`src/rtl/conv_layer_sequencer_if.sv`:
```
// Control and memory-strobe bundle between the conv layer sequencer and its
// surroundings: layer start/done handshake plus weight, window and output memory ports.
interface conv_layer_sequencer_if #(
    parameter int IN_ADDR_W  = 10,
    parameter int W_ADDR_W   = 8,
    parameter int OUT_ADDR_W = 13
);
    logic                  start;
    logic                  busy;
    logic                  done;
    logic                  w_rd_en;
    logic [W_ADDR_W-1:0]   w_rd_addr;
    logic                  w_load_en;
    logic [4:0]            w_load_idx;
    logic                  in_rd_en;
    logic [IN_ADDR_W-1:0]  in_rd_addr;
    logic                  out_wr_en;
    logic [OUT_ADDR_W-1:0] out_wr_addr;
    logic [2:0]            fmap_idx;

    modport master (
        input  start,
        output busy, done, w_rd_en, w_rd_addr, w_load_en, w_load_idx,
               in_rd_en, in_rd_addr, out_wr_en, out_wr_addr, fmap_idx
    );

    modport slave (
        output start,
        input  busy, done, w_rd_en, w_rd_addr, w_load_en, w_load_idx,
               in_rd_en, in_rd_addr, out_wr_en, out_wr_addr, fmap_idx
    );
endinterface

```
`src/rtl/conv_layer_sequencer.sv`:
```
// Walks one conv layer: per output fmap, streams 25 weights + bias into the datapath,
// then issues one 5x5 window per cycle and writes results once the datapath latency drains.
module conv_layer_sequencer #(
    parameter int INPUT_WIDTH        = 32,
    parameter int OUTPUT_WIDTH       = 28,
    parameter int OUTPUT_HEIGTH      = 28,
    parameter int OUTPUT_FEATURE_MAP = 6,
    parameter int W_DEPTH            = 26,
    parameter int RD_LATENCY         = 1,
    parameter int PIPE_LATENCY       = 6,
    parameter int IN_ADDR_W          = 10,
    parameter int W_ADDR_W           = 8,
    parameter int OUT_ADDR_W         = 13
) (
    input  logic                   clk,
    input  logic                   rst_n,
    conv_layer_sequencer_if.master bus
);
    localparam int VL = RD_LATENCY + PIPE_LATENCY;
    localparam int CW = (OUTPUT_WIDTH > 1) ? $clog2(OUTPUT_WIDTH) : 1;
    localparam int RW = (OUTPUT_HEIGTH > 1) ? $clog2(OUTPUT_HEIGTH) : 1;
    localparam logic [CW-1:0]        COL_LAST  = CW'(OUTPUT_WIDTH - 1);
    localparam logic [RW-1:0]        ROW_LAST  = RW'(OUTPUT_HEIGTH - 1);
    localparam logic [4:0]           K_LAST    = 5'(W_DEPTH - 1);
    localparam logic [2:0]           FMAP_LAST = 3'(OUTPUT_FEATURE_MAP - 1);
    localparam logic [IN_ADDR_W-1:0] ROW_STEP  = IN_ADDR_W'(INPUT_WIDTH - OUTPUT_WIDTH + 1);
    localparam logic [VL-1:0]        VP_LAST   = {1'b1, {(VL-1){1'b0}}};

    typedef enum logic [3:0] {
        S_IDLE   = 4'b0001,
        S_LOAD_W = 4'b0010,
        S_CALC   = 4'b0100,
        S_DONE   = 4'b1000
    } state_t;

    state_t                r_state;
    state_t                w_next_state;
    logic [4:0]            r_k;
    logic [CW-1:0]         r_col;
    logic [RW-1:0]         r_row;
    logic [2:0]            r_fmap;
    logic                  r_issuing;
    logic [VL-1:0]         r_vpipe;
    logic [W_ADDR_W-1:0]   r_w_addr;
    logic [IN_ADDR_W-1:0]  r_in_addr;
    logic [OUT_ADDR_W-1:0] r_out_addr;
    logic                  r_load_en;
    logic [4:0]            r_load_idx;
    logic                  w_busy;
    logic                  w_done;
    logic                  w_w_rd_en;

    logic w_last_k;
    logic w_last_issue;
    logic w_drained;
    logic w_last_fmap;

    assign w_last_k     = (r_k == K_LAST);
    assign w_last_issue = r_issuing && (r_col == COL_LAST) && (r_row == ROW_LAST);
    // The pipe holds one contiguous burst, so "only the top tap set" marks the final write.
    assign w_drained    = !r_issuing && (r_vpipe == VP_LAST);
    assign w_last_fmap  = (r_fmap == FMAP_LAST);

    // State register
    always_ff @(posedge clk) begin
        if (!rst_n) begin
            r_state <= S_IDLE;
        end else begin
            r_state <= w_next_state;
        end
    end

    // Next-state decode
    always_comb begin
        w_next_state = r_state;
        case (r_state)
            S_IDLE:   if (bus.start) w_next_state = S_LOAD_W; else w_next_state = S_IDLE;
            S_LOAD_W: if (w_last_k)  w_next_state = S_CALC;   else w_next_state = S_LOAD_W;
            S_CALC: begin
                if (w_drained) begin
                    if (w_last_fmap) w_next_state = S_DONE; else w_next_state = S_LOAD_W;
                end else begin
                    w_next_state = S_CALC;
                end
            end
            S_DONE:   w_next_state = S_IDLE;
            default:  w_next_state = S_IDLE;
        endcase
    end

    // Moore outputs decoded from the state register
    always_comb begin
        w_busy    = 1'b1;
        w_done    = 1'b0;
        w_w_rd_en = 1'b0;
        case (r_state)
            S_IDLE:   w_busy    = 1'b0;
            S_LOAD_W: w_w_rd_en = 1'b1;
            S_CALC:   w_busy    = 1'b1;
            S_DONE:   w_done    = 1'b1;
            default:  w_busy    = 1'b0;
        endcase
    end

    // Counters, address generators and the datapath valid pipe
    always_ff @(posedge clk) begin
        if (!rst_n) begin
            r_k        <= 5'd0;
            r_col      <= '0;
            r_row      <= '0;
            r_fmap     <= 3'd0;
            r_issuing  <= 1'b0;
            r_vpipe    <= '0;
            r_w_addr   <= '0;
            r_in_addr  <= '0;
            r_out_addr <= '0;
            r_load_en  <= 1'b0;
            r_load_idx <= 5'd0;
        end else begin
            r_load_en  <= w_w_rd_en;
            r_load_idx <= r_k;
            r_vpipe    <= {r_vpipe[VL-2:0], r_issuing};
            if (bus.out_wr_en) r_out_addr <= r_out_addr + OUT_ADDR_W'(1);
            case (r_state)
                S_IDLE: begin
                    if (bus.start) begin
                        r_fmap     <= 3'd0;
                        r_k        <= 5'd0;
                        r_w_addr   <= '0;
                        r_out_addr <= '0;
                    end
                end
                S_LOAD_W: begin
                    r_w_addr <= r_w_addr + W_ADDR_W'(1);
                    if (w_last_k) begin
                        r_k       <= 5'd0;
                        r_issuing <= 1'b1;
                        r_col     <= '0;
                        r_row     <= '0;
                        r_in_addr <= '0;
                    end else begin
                        r_k <= r_k + 5'd1;
                    end
                end
                S_CALC: begin
                    if (r_issuing) begin
                        if (r_col == COL_LAST) begin
                            r_col     <= '0;
                            r_row     <= r_row + RW'(1);
                            r_in_addr <= r_in_addr + ROW_STEP;
                        end else begin
                            r_col     <= r_col + CW'(1);
                            r_in_addr <= r_in_addr + IN_ADDR_W'(1);
                        end
                        if (w_last_issue) r_issuing <= 1'b0;
                    end
                    if (w_drained && !w_last_fmap) r_fmap <= r_fmap + 3'd1;
                end
                S_DONE: r_k <= 5'd0;
                default: r_k <= 5'd0;
            endcase
        end
    end

    assign bus.busy        = w_busy;
    assign bus.done        = w_done;
    assign bus.w_rd_en     = w_w_rd_en;
    assign bus.w_rd_addr   = r_w_addr;
    assign bus.w_load_en   = r_load_en;
    assign bus.w_load_idx  = r_load_idx;
    assign bus.in_rd_en    = r_issuing;
    assign bus.in_rd_addr  = r_in_addr;
    assign bus.out_wr_en   = r_vpipe[VL-1];
    assign bus.out_wr_addr = r_out_addr;
    assign bus.fmap_idx    = r_fmap;
endmodule

```
`src/flat_wrapper.sv`:
```
// flat-port wrapper written by rule: the top's interface ports become plain ports
module conv_layer_sequencer_flat 
#(
    parameter int INPUT_WIDTH        = 32,
    parameter int OUTPUT_WIDTH       = 28,
    parameter int OUTPUT_HEIGTH      = 28,
    parameter int OUTPUT_FEATURE_MAP = 6,
    parameter int W_DEPTH            = 26,
    parameter int RD_LATENCY         = 1,
    parameter int PIPE_LATENCY       = 6,
    parameter int IN_ADDR_W          = 10,
    parameter int W_ADDR_W           = 8,
    parameter int OUT_ADDR_W         = 13
)
  (clk, rst_n, bus_start, bus_busy, bus_done, bus_w_rd_en, bus_w_rd_addr, bus_w_load_en, bus_w_load_idx, bus_in_rd_en, bus_in_rd_addr, bus_out_wr_en, bus_out_wr_addr, bus_fmap_idx);
  conv_layer_sequencer_if #(.IN_ADDR_W(IN_ADDR_W), .W_ADDR_W(W_ADDR_W), .OUT_ADDR_W(OUT_ADDR_W)) bus_i ();
  input  logic clk;
  input  logic rst_n;
  input wire logic [$bits(bus_i.start)-1:0] bus_start;
  output wire logic [$bits(bus_i.busy)-1:0] bus_busy;
  output wire logic [$bits(bus_i.done)-1:0] bus_done;
  output wire logic [$bits(bus_i.w_rd_en)-1:0] bus_w_rd_en;
  output wire logic [$bits(bus_i.w_rd_addr)-1:0] bus_w_rd_addr;
  output wire logic [$bits(bus_i.w_load_en)-1:0] bus_w_load_en;
  output wire logic [$bits(bus_i.w_load_idx)-1:0] bus_w_load_idx;
  output wire logic [$bits(bus_i.in_rd_en)-1:0] bus_in_rd_en;
  output wire logic [$bits(bus_i.in_rd_addr)-1:0] bus_in_rd_addr;
  output wire logic [$bits(bus_i.out_wr_en)-1:0] bus_out_wr_en;
  output wire logic [$bits(bus_i.out_wr_addr)-1:0] bus_out_wr_addr;
  output wire logic [$bits(bus_i.fmap_idx)-1:0] bus_fmap_idx;
  assign bus_i.start = bus_start;
  assign bus_busy = bus_i.busy;
  assign bus_done = bus_i.done;
  assign bus_w_rd_en = bus_i.w_rd_en;
  assign bus_w_rd_addr = bus_i.w_rd_addr;
  assign bus_w_load_en = bus_i.w_load_en;
  assign bus_w_load_idx = bus_i.w_load_idx;
  assign bus_in_rd_en = bus_i.in_rd_en;
  assign bus_in_rd_addr = bus_i.in_rd_addr;
  assign bus_out_wr_en = bus_i.out_wr_en;
  assign bus_out_wr_addr = bus_i.out_wr_addr;
  assign bus_fmap_idx = bus_i.fmap_idx;
  conv_layer_sequencer #(.INPUT_WIDTH(INPUT_WIDTH), .OUTPUT_WIDTH(OUTPUT_WIDTH), .OUTPUT_HEIGTH(OUTPUT_HEIGTH), .OUTPUT_FEATURE_MAP(OUTPUT_FEATURE_MAP), .W_DEPTH(W_DEPTH), .RD_LATENCY(RD_LATENCY), .PIPE_LATENCY(PIPE_LATENCY), .IN_ADDR_W(IN_ADDR_W), .W_ADDR_W(W_ADDR_W), .OUT_ADDR_W(OUT_ADDR_W)) u_core (.clk(clk), .rst_n(rst_n), .bus(bus_i));
endmodule
```
`config.mk`:
```
export PLATFORM = sky130hd
export DESIGN_NAME = conv_layer_sequencer_flat
export DESIGN_NICKNAME = d
export VERILOG_FILES = /design/src/rtl/conv_layer_sequencer_if.sv /design/src/rtl/conv_layer_sequencer.sv /design/src/flat_wrapper.sv
export SDC_FILE = /design/constraint.sdc
export NUM_CORES = 1
export LEC_CHECK = 0
export ABC_AREA = 1
export CAP_MARGIN = 25
export CORE_AREA = 2 2 80 90
export DETAILED_ROUTE_END_ITERATION = 10
export DIE_AREA = 0 0 82 92
export PLACE_DENSITY = 0.74
export SETUP_SLACK_MARGIN = 0.15
export SLEW_MARGIN = 20
export SYNTH_ARGS = -nofsm -noshare
export SYNTH_HDL_FRONTEND = slang
export SYNTH_SLANG_ARGS = --single-unit
```
`constraint.sdc`:
```
create_clock -name clk -period 1.6 [get_ports clk]
set_input_delay 0.16 -clock clk [delete_from_list [all_inputs] [get_ports clk]]
set_output_delay 0.16 -clock clk [all_outputs]
set_load 0.02 [all_outputs]
```
==> key figures <==
Run status
  – Outcome: complete, but fails checks
  – Failing checks: negative setup slack

Synthesis
  – Top cells by area, synth: dfxtp_1, nand2_1, nor2_1
  – Ys Warns: 0
  – Synth Instances: 440
  – Library cells used by synthesis: 37
  – Post-synth top area cell: dfxtp_1
  – Mapped Avg Cell Area: 7.08 um^2
  – Yosys reg bits: 67
  – Cell area after synthesis: 0.00311 mm^2
  – Syn nets: about 450
  – Post-synth top area share: 43.1%
  – Share of the yosys chip area belonging to registers: 43.1%

Detailed routing
  – Routed WL: 7830 um
  – Post-DRT Antenna Nets: 0
  – Drt initial violations: 151
  – First-pass DRT Iterations: 4
  – Drc violations: 0
  – Via/cell ratio: 5.10
  – Via count: 3159
  – WL/cell: 12.7 um

Setup path
  – Critical path arrival: 1.88 ns
  – Crit Path Class: reg2reg
  – Worst Setup End Kind: register
  – Buf/Inv on CP: 1
  – CP required: approximately 1.9 ns
  – CP top delay family: simple AND/OR/NAND/NOR gates
  – Largest stage delay, worst path: 0.34 ns
  – Crit path cell chain: ha_4 -> nand4_1 -> inv_2 -> ha_4 -> nand3_4 -> nand2_4 -> nand2_2 -> nand2_1 -> nand2_1 -> a21oi_1
  – Worst Setup Start Kind: register
  – Crit path max fanout: 5
  – Slowest cell on the critical path: dfxtp_2

Floorplan
  – Die H: 92 um
  – Die Wd: 82 um
  – Core ar.: 0.00673 mm^2
  – Top Ports: 48
  – Full die area: ~0.0075 mm^2
  – Row count: 32
  – Initial Util: 46.3%

Layout
  – Diodes inserted: 0
  – Design area: between 0.004 and 0.005 mm^2
  – Nets: ~540
  – Fill cell count: 578
  – Area Growth Syn to Fin: 41.1%
  – Layout Cells excl Fill: 619
  – Most frequent cells in the layout: nand2_1, nor2_1, dfxtp_1
  – Commonest non-fill, non-tap cell in the layout: nand2_1
  – Layout cells sized above 1: 22.8%
  – Layout Utilization: roughly 65%

Clocking
  – CTS tree: done
  – Post-CTS Hold Buffers: 0
  – Number of CTS-inserted buffers: 9
  – Clk root buf: clkbuf_8
  – Clk_lat worst skew: 0.36 ns
  – Sink Count: 67
  – H-Tree Depth: 3
  – CTS max path bufs: 2
  – Clock transition at the registers of the reported paths: roughly 0.080 ns

Placement
  – DP HPWL: between 4000 and 5000 um
  – Port bufs: 47
  – Placed cell area: 0.00384 mm^2
  – Final GP Congestion: 0.848
  – Setup WS pre-CTS: 0.0248 ns
  – Dpl cells: 583

Pwr
  – Total power: 3.27 mW
  – P_leak: around 2 nW
  – Max VDD drop: 0.427 mV
  – Power density over cell area: 744 mW/mm^2

Global route
  – Pin count of the biggest net entering global routing: 21
  – First-pass GRT wire length: 11900 um
  – GR Util All Layers: 20.2%
  – Initial antenna violation count: 0
  – Number of global-route vias before repair: approximately 2800
  – Gr ovfl total: 0

Timing
  – Max transition margin: 75.3%
  – Final Setup Violations: 1
  – Fin crit period: 1.60 ns
  – Final hold vios: 0
  – Final clock skew: 0.00996 ns
  – Worst Tran Pin Value: 0.371 ns
  – Worst hold slack: 0.428 ns
  – Crit share post-route: 100%
  – Worst setup slack after layout: -0.00132 ns
  – Max Slew Vio Count: 0
  – RSZ-0062 raised after global routing: yes
  – Setup_tns: -0.00132 ns
  – Max Freq: between 600 and 700 MHz

Hold path
  – Worst min-delay path class: reg2reg

Flow run
  – Maxcap violations: 0
==> logic make-up after synthesis <==
group | share of synthesized area, %
simple gates | 31.2
flops | 43.1
buf+inv | 8.16
compound gates | 11.0
fa+ha+maj | 4.02
xor+xnor | 2.53
==> layer usage <==
layer  vias to the layer above  track usage (%)  wire length (um)
met4                         0             8.89               163
met1                      1477             24.4              3430
li1                       1588                -                 -
met2                        77             33.9              3880
met3                        17             4.23               358
met5                         -                0                 0
==> worst reg2reg max path, cell delays in order (launching register included) <==
cell and delay, ns:
dfxtp_2 0.34, ha_4 0.16, nand4_1 0.10, inv_2 0.07, ha_4 0.30, nand3_4 0.09
nand2_4 0.10, nand2_2 0.07, nand2_1 0.06, nand2_1 0.06, a21oi_1 0.17
==> cells in the mapped netlist <==
cell type    n
a21oi_1     33
inv_2        3
o211ai_1     1
nor3b_1      2
xor2_1       8
buf_4        1
o21a_1       1
nor2_2       1
or2_2        3
a21o_1       2
inv_1       52
o21ai_1      4
nor4_1       1
buf_1        1
o21ai_0     15
a21boi_1     1
ha_1        10
a21oi_2      1
o31ai_1      2
buf_2        2
clkinv_1     1
nor2_1      60
nand4_2      1
buf_6        1
nand2_2      2
dfxtp_1     67
a211oi_1     2
nand3_1     24
nand2_1    114
clkbuf_1     3
nor3_1       6
a31oi_1      1
nand3_2      1
xnor2_1      1
nand3b_1     2
nor2_4       2
nand4_1      8
==> state kept, by name, indices dropped and copies added, names as in the netlist, 5 cells and up <==
signal                  flops
u_core.r_k                  5
u_core.r_row                5
u_core.bus.out_wr_addr     13
u_core.bus.in_rd_addr      10
u_core.r_col                5
u_core.bus.w_load_idx       5
u_core.r_vpipe              7
u_core.bus.w_rd_addr        8
==> final timing paths <==
path	slack (ns)	cells past startpoint	endpoint	start
hold reg to reg	0.43	2	u_core.r_vpipe[3]	u_core.r_vpipe[2]
hold / removal	0.43	2	u_core.r_vpipe[3]	u_core.r_vpipe[2]
setup reg to reg	-0.001	10	u_core.bus.in_rd_addr[3]	u_core.r_col[0]
setup / recovery	-0.001	10	u_core.bus.in_rd_addr[3]	u_core.r_col[0]
==> timing repair <==
item | 4_1_cts | 5_1_grt
cloned | 0 | 3
setup buffers | 5 | 12
setup endpoints to repair | 59 | 35
pin swaps | 12 | 15
gates resized for setup | 71 | 51
==> layout make-up <==
type / count / area, um^2 / share of cell area, %
clock buffers: 9 / 124 / 2.82
clock inverters: 7 / 68.8 / 1.57
inverters: 56 / 220 / 5.01
multi-input cells: 309 / 1740 / 39.5
flip-flops and latches: 67 / 1360 / 30.9
well taps: 85 / 106 / 2.42
repair buffers: 86 / 779 / 17.7
==> power breakdown <==
part           internal (mW)  total [mW]  switching (mW)
clock network          0.713        1.40           0.689
logic                 0.0736       0.183           0.109
registers               1.67        1.68         0.00928
No activity file was read; power rests on OpenSTA's default activity.
